### src/rtl/pipe_ctrl_chain.sv
// Parametrised in-order pipeline control chain: valid/allow handshake,
// flush-from-stage, RAW scoreboard query and input stall counter.
module pipe_ctrl_chain #(
    parameter int STAGES    = 5,
    parameter int DATA_W    = 64,
    parameter int RF_ADDR_W = 5,
    parameter int CNT_W     = 32
) (
    input  logic                          clk,
    input  logic                          reset,
    input  logic                          in_valid,
    output logic                          in_allow,
    input  logic [DATA_W-1:0]             in_data,
    input  logic                          in_rf_we,
    input  logic [RF_ADDR_W-1:0]          in_rf_waddr,
    input  logic [STAGES-1:0]             stage_ready_go,
    input  logic [STAGES-1:0]             flush_req,
    output logic                          out_valid,
    input  logic                          out_allow,
    output logic [DATA_W-1:0]             out_data,
    output logic                          out_rf_we,
    output logic [RF_ADDR_W-1:0]          out_rf_waddr,
    output logic [STAGES-1:0]             stage_valid,
    output logic [STAGES*DATA_W-1:0]      stage_data,
    input  logic [RF_ADDR_W-1:0]          query_raddr1,
    input  logic [RF_ADDR_W-1:0]          query_raddr2,
    output logic [STAGES-1:0]             hit_vec1,
    output logic [STAGES-1:0]             hit_vec2,
    output logic [$clog2(STAGES+1)-1:0]   occupancy,
    output logic [CNT_W-1:0]              stall_cnt
);

    localparam int OCC_W = $clog2(STAGES+1);

    logic [STAGES-1:0]    valid_q;
    logic [STAGES-1:0]    we_q;
    logic [DATA_W-1:0]    data_q  [STAGES];
    logic [RF_ADDR_W-1:0] waddr_q [STAGES];
    logic [CNT_W-1:0]     cnt_q;

    logic [STAGES-1:0]    go;
    logic [STAGES-1:0]    allow;
    logic [STAGES-1:0]    kill;
    logic [STAGES-1:0]    supp;
    logic [STAGES-1:0]    load;
    logic [STAGES-1:0]    wr;
    logic [STAGES-1:0]    src_v;
    logic [STAGES-1:0]    src_we;
    logic [DATA_W-1:0]    src_d  [STAGES];
    logic [RF_ADDR_W-1:0] src_wa [STAGES];
    logic                 allow_acc;
    logic                 flush_acc;
    logic [OCC_W-1:0]     occ;

    assign go = valid_q & stage_ready_go;

    always_comb begin
        allow     = '0;
        allow_acc = ~valid_q[STAGES-1] | (go[STAGES-1] & out_allow);
        allow[STAGES-1] = allow_acc;
        for (int i = STAGES-2; i >= 0; i--) begin
            allow_acc = ~valid_q[i] | (go[i] & allow_acc);
            allow[i]  = allow_acc;
        end
    end

    // kill: some older slot requested a flush; supp: no load into this slot
    always_comb begin
        kill      = '0;
        supp      = '0;
        flush_acc = 1'b0;
        for (int i = STAGES-1; i >= 0; i--) begin
            kill[i]   = flush_acc;
            flush_acc = flush_acc | flush_req[i];
            supp[i]   = flush_acc;
        end
    end

    assign src_v  = {go[STAGES-2:0], in_valid};
    assign src_we = {we_q[STAGES-2:0], in_rf_we};
    assign load   = allow & ~supp;
    assign wr     = load & src_v;

    always_comb begin
        src_d[0]  = in_data;
        src_wa[0] = in_rf_waddr;
        for (int i = 1; i < STAGES; i++) begin
            src_d[i]  = data_q[i-1];
            src_wa[i] = waddr_q[i-1];
        end
    end

    always_ff @(posedge clk) begin
        if (reset) begin
            valid_q <= '0;
            we_q    <= '0;
            cnt_q   <= '0;
            for (int i = 0; i < STAGES; i++) begin
                data_q[i]  <= '0;
                waddr_q[i] <= '0;
            end
        end else begin
            for (int i = 0; i < STAGES; i++) begin
                if (kill[i])
                    valid_q[i] <= 1'b0;
                else if (allow[i])
                    valid_q[i] <= load[i] & src_v[i];
                if (wr[i]) begin
                    data_q[i]  <= src_d[i];
                    we_q[i]    <= src_we[i];
                    waddr_q[i] <= src_wa[i];
                end
            end
            if (in_valid & ~in_allow & ~&cnt_q)
                cnt_q <= cnt_q + CNT_W'(1);
        end
    end

    assign in_allow     = allow[0] & ~|flush_req;
    assign out_valid    = go[STAGES-1];
    assign out_data     = data_q[STAGES-1];
    assign out_rf_we    = valid_q[STAGES-1] & we_q[STAGES-1];
    assign out_rf_waddr = waddr_q[STAGES-1];
    assign stage_valid  = valid_q;
    assign stall_cnt    = cnt_q;
    assign occupancy    = occ;

    always_comb begin
        stage_data = '0;
        hit_vec1   = '0;
        hit_vec2   = '0;
        occ        = '0;
        for (int i = 0; i < STAGES; i++) begin
            stage_data[i*DATA_W +: DATA_W] = data_q[i];
            hit_vec1[i] = valid_q[i] & we_q[i] & (waddr_q[i] == query_raddr1)
                        & (query_raddr1 != '0);
            hit_vec2[i] = valid_q[i] & we_q[i] & (waddr_q[i] == query_raddr2)
                        & (query_raddr2 != '0);
            occ = occ + OCC_W'(valid_q[i]);
        end
    end

endmodule

### config.mk
export PLATFORM = sky130hd
export DESIGN_NAME = pipe_ctrl_chain
export DESIGN_NICKNAME = d
export VERILOG_FILES = /design/src/rtl/pipe_ctrl_chain.sv
export SDC_FILE = /design/constraint.sdc
export NUM_CORES = 1
export LEC_CHECK = 0
export ABC_AREA = 1
export BUFFER_PORTS_ARGS = -buffer_cell sky130_fd_sc_hd__buf_2
export CAP_MARGIN = 10
export CORE_AREA = 5 5 206 208
export CTS_BUF_LIST = sky130_fd_sc_hd__clkbuf_4
export DETAILED_ROUTE_END_ITERATION = 12
export DIE_AREA = 0 0 211 213
export HOLD_SLACK_MARGIN = 0.08
export PLACE_DENSITY_LB_ADDON = 0.12
export SYNTH_ARGS = -nofsm -noshare
export SYNTH_HDL_FRONTEND = slang
export SYNTH_SLANG_ARGS = --single-unit
export TNS_END_PERCENT = 10
### constraint.sdc
create_clock -name clk -period 6.3 [get_ports clk]
set_input_delay 1.575 -clock clk [delete_from_list [all_inputs] [get_ports clk]]
set_output_delay 1.575 -clock clk [all_outputs]
set_load 0.01 [all_outputs]
Word-level counts from Yosys, hierarchy flattened:

Memory sizes are Yosys's and may differ from the RTL's.
Index checks and enable logic that the tools add are counted.

* output and inout bits: 442
* bits in registers: 42
* memories: 2
* input bits: 94
* word-level logic and storage cells: 132
* RAM bits: 345

Memory list
* data_q: words 5, bits a word 64, read ports 5, clocked after memory_dff 0, wr ports 5, line 37 `logic [DATA_W-1:0] data_q [STAGES];`
* waddr_q: words 5, bits a word 5, read ports 5, clocked after memory_dff 0, wr ports 5, line 38 `logic [RF_ADDR_W-1:0] waddr_q [STAGES];`

* mux-type cells: 27
* reductions and logical operators: 10
* bitwise gates (word level): 67
* equal/unequal tests: 10
* add/sub/neg operators: 5

Operator list (number)
* 64-bit two-way mux: 5
* 5-bit equality test: 10
* 1-bit AND: 38
* 32-bit by 1-bit adder with 32-bit output (second input constant): 1
* 32-bit AND reduction: 1
* 5-bit two-way mux: 5
* 1-bit bitwise OR: 19
* 1-bit two-way mux: 17
* 5-bit AND: 3
* 5-bit nonzero test: 2
* 2-bit OR reduction: 4
* 3-bit by 1-bit adder with 3-bit output: 2
* 1-bit NOT: 6
* 5-bit NOT: 1
* 5-bit OR reduction: 1
* 2-bit by 1-bit adder with 3-bit output: 1
* 1-bit by 1-bit adder with 2-bit output: 1
* 1-bit zero test: 2

Longest topological paths before layout:

* word-level depth: 17
* mapped depth: 17
* mapped depth without buffers: 16

Least setup slack after synthesis:

OpenSTA, ideal clock, no wires.

* path type: input port to flip-flop
* from: in flush_req[4]
* to: mem data_q[0][0], enable pin
* path slack: 1920 ps
* arrival: 3951 ps
* path buffers: 0
* setup time: 429 ps
* stages on the path: 7
* required time: 5871 ps
* path through: nor2_1 > inv_2 > or2_1 > or2_1 > nor2_1 > nand4_1 > nand2_1

RTL lines
* start, declared: line 17 `input logic [STAGES-1:0] flush_req,`
* end, declared: line 37

Worst setup path after layout:

* from: in stage_ready_go[4]
* to: out in_allow

* longest elaborated chain between the ends: 12

Ends and longest elaborated chain
* start, declared: line 16 `input logic [STAGES-1:0] stage_ready_go,`
* 5-bit AND: line 55 `assign go = valid_q & stage_ready_go;`
* 1-bit AND: line 59 `allow_acc = ~valid_q[STAGES-1] | (go[STAGES-1] & out_allow);`
* 1-bit bitwise OR: line 59
* 1-bit AND: line 62 `allow_acc = ~valid_q[i] | (go[i] & allow_acc);`
* 1-bit bitwise OR: line 62
* 1-bit AND: line 62
* 1-bit bitwise OR: line 62
* 1-bit AND: line 62
* 1-bit bitwise OR: line 62
* 1-bit AND: line 62
* 1-bit bitwise OR: line 62
* 1-bit AND: line 119 `assign in_allow = allow[0] & ~|flush_req;`
* end, declared: line 12 `output logic in_allow,`

No other way between the ends.

==> run summary <==
die outline height: 213 um
wire length reported by the detailed router: 49.67 mm
dominant synthesized flop cell: edfxtp_1
total power: 5.410 mW
Total Neg Setup Slack: 0 ps
highest-utilization routing layer at the global route stage: met2
filler-free cell count of the finished design: 2786
post-synthesis register bit count: 387
critical setup path kind: input port to output port
count of pins over their slew limit: 0
element type at the critical path start: input port
antenna violations before repair: 4
Vias: 12517
post-CTS setup buffer count: 0
final standard cell utilization of the core: 51.69%
maximum number of pins on one net before global-route repair: 96
sequential share of power: 54.3%
Max-slew headroom: 26.26%
Setup Skew: 30.77 ps
number of ports placed on the die boundary: 536
proportion of register bits with asynchronous set or reset after synthesis: 0%
H-tree level count: 3
Area Growth Syn to Fin: 23.56%
ratio of cells with drive above 1 in the final layout: 32.34%
run status: complete, no violations
synthesized-area fraction occupied by xor and xnor cells: 2.386%
worst endpoint required time: 4720 ps
delay of the slowest cell on the worst path: 320 ps
antenna viol nets, final: 0
RSZ-0062 raised after global routing: false
post-synthesis instance area: 16890 um2
cell-internal power: 4.134 mW
global-route met3 utilization: 6.715%
sequential cell area fraction in the yosys report: 66.33%
max-cap violations: 0
Net count, final: 2279
instance count after placement with tap cells included: 2610
CP endpoint kind: output port
met2 track demand over resource: 35.18%
Final Hold Fails: 0
IR Drop Worst-Case VDD: 0.0001609 V
hpwl dp: 36.64 mm
Via-to-Cell Ratio: 4.493
Syn Area/Cell: 10.22 um2
Yosys warning total: 0
period utilisation layout: 75.18%
Critical Path AT: 3160 ps
class of the worst hold path: flip-flop to flip-flop
R2R Setup Slk: 3050 ps
Final Critical Period: 4736 ps
average wire length per cell after detail routing: 17.83 um
iteration count of the initial detailed-routing pass: 7
final setup vio count: 0
horizontal die dimension: 211 um
GRT Overall Usage: 21.17%
upper clock frequency limit: 211.1 MHz
number of buffers on the longest clock path: 3
simple logic cell fraction of the synthesized area: 14.58%
Critical Path Most Common Cell: nand2_1
cell leakage power: 11.61 nW
final-layout fill cell count: 3881
die footprint: 44940 um2
Clk network pwr share: 39.9%
post-cts sizing count: 0
overflow left after global routing: 0
area share of fa/ha/maj cells after synthesis: 0.3853%
nets in the synthesized netlist: 1751
switching component of the power: 1.276 mW
clock root cell: clkbuf_4
Comb pwr share: 5.7%
hold_buf cts: 0
met1 usage in global routing: 25.78%
global-route wire length before repair: 72.84 mm
number of placement rows: 74
starting density of the core: 41.83%
clock tree sinks: 387
number of buffers created by CTS: 101
Post-Synthesis Cells: 1653
Starting DRT DRC Count: 809
Port Buffer Count: 535
number of different library cells in the post-synthesis netlist: 32
cell area power density: 259.3 nW/um2
clock transition at the registers of the reported paths: 60 ps
TritonCTS clock tree: built
Floorplan Core Area: 40370 um2
insertion delay to the later sink of the worst-skew pair: 760 ps
post-synthesis compound-gate area fraction: 2.593%
fraction of synthesized area in multiplexers: 0%
crit path cell chain: buf_2 -> nand2_1 -> nand2_1 -> nand2_1 -> nand2_1 -> nand2_1 -> nand2_1 -> nand2_1 -> nand2_1 -> nand2_1 -> nand2_1 -> nand2_1 -> buf_4 -> inv_1 -> buf_2
Residual DRC: 0
CP max stage cell: buf_4
main combinational cell family by area after synthesis: simple AND/OR/NAND/NOR gates
number of enable flip-flop cells after synthesis: 345
routability congestion estimate: 0.8557
number of global-route vias before repair: 12252
switching part of the total power: 23.59%
critical path fanouts, max: 34
transition time of the tightest slew-check pin: 1106 ps
==> critical path: cells and delay by family <==
kind | cells | cell delay, ps
buf+inv | 4 | 700
simple gates | 11 | 850
==> cells in the final DEF (no fill, tap or decap), types with 13 or more instances in the layout <==
master      n
buf_2     535
xor2_1     28
nor2_1     62
nand2_1   473
nor3_1     13
xnor2_1    18
inv_2      14
clkbuf_4  155
inv_1     391
dfxtp_1    42
a21oi_1    40
edfxtp_1  345
nand3_1    41
==> state kept, by name (all words and copies together) (netlist names) <==
name / count
stall_cnt: 32
we_q: 5
stage_valid: 5
data_q: 320
waddr_q: 25
==> worst paths after layout <==
| path | from | endpoint | cells after the start |
|---|---|---|---|
| setup / recovery | stage_ready_go[4] | in_allow | 15 |
| hold / removal | we_q[1]$_SDFFE_PP0N_ | we_q[1]$_SDFFE_PP0N_ | 2 |
| setup reg to reg | stage_valid[4]$_SDFFE_PP0N_ | data_q[0][32]$_SDFFCE_PN0P_ | 15 |
| hold reg to reg | we_q[1]$_SDFFE_PP0N_ | we_q[1]$_SDFFE_PP0N_ | 2 |
==> power groups by stage <==
stage	combinational, mW	clock [mW]	sequential, mW
after floorplan	0.107	0	3.02
after global placement	0.318	0	2.99
after detailed placement	0.318	0	3.00
after CTS	0.318	2.24	2.94
after global routing	0.335	2.39	2.95
final	0.310	2.16	2.94
==> per-stage QoR <==
step / hold WS (ps) / cell area (um2) / worst slack (ps)
finish: 484.8 / 20870 / 1564
global route: 548.1 / 20860 / 1353
CTS: 486.3 / 20860 / 1591
detailed placement: 476.4 / 19580 / 1416
global placement: 469.3 / 19580 / 1481
floorplan: 444.4 / 16890 / 1920
==> per-layer routing <==
layer  vias up  part of all wire [%]
li1       6167                     -
met1      5724                    40
met2       540                    49
met3        84                   8.5
met4         2                   3.3
met5         -                 0.026
==> cells by family after synthesis <==
| kind of cell | Yosys count |
|---|---|
| xor gates and xnor gates | 46 |
| adders and majority gates | 4 |
| DFF | 387 |
| buffers and inverters | 523 |
| AOI/OAI and AO/OA | 74 |
| and+or+nand+nor | 619 |
==> cell type report <==
| type | count | area (um2) | area share (%) |
|---|---|---|---|
| diodes | 3 | 7.507 | 0.03598 |
| clock buffers | 155 | 1164 | 5.577 |
| clock inverters | 18 | 116.4 | 0.5577 |
| inverters | 404 | 1516 | 7.267 |
| multi-input cells | 743 | 3413 | 16.36 |
| flip-flops and latches | 387 | 11200 | 53.68 |
| well taps | 532 | 665.6 | 3.190 |
| repair buffers | 544 | 2783 | 13.34 |
==> cells in the mapped netlist, types with 6 or more instances <==
master      n  area (um2)
a21oi_1    40       200.2
xnor2_1    18       157.7
dfxtp_1    42       840.8
a221oi_1    8       70.07
buf_4      67       503.0
clkbuf_1   13       48.80
nand3_1    41       205.2
buf_2      29       145.1
o21ai_0     9       45.04
xor2_1     28       245.2
edfxtp_1  345       10360
inv_1     391        1468
nand4_1    10       62.56
nand2_1   478        1794
nor2_1     62       232.7
o22ai_1    10       62.56
nor3_1     13       65.06
inv_2      13       48.80
buf_6       9       101.4
nor4_1      6       37.54
No activity file was read; power rests on OpenSTA's default activity.
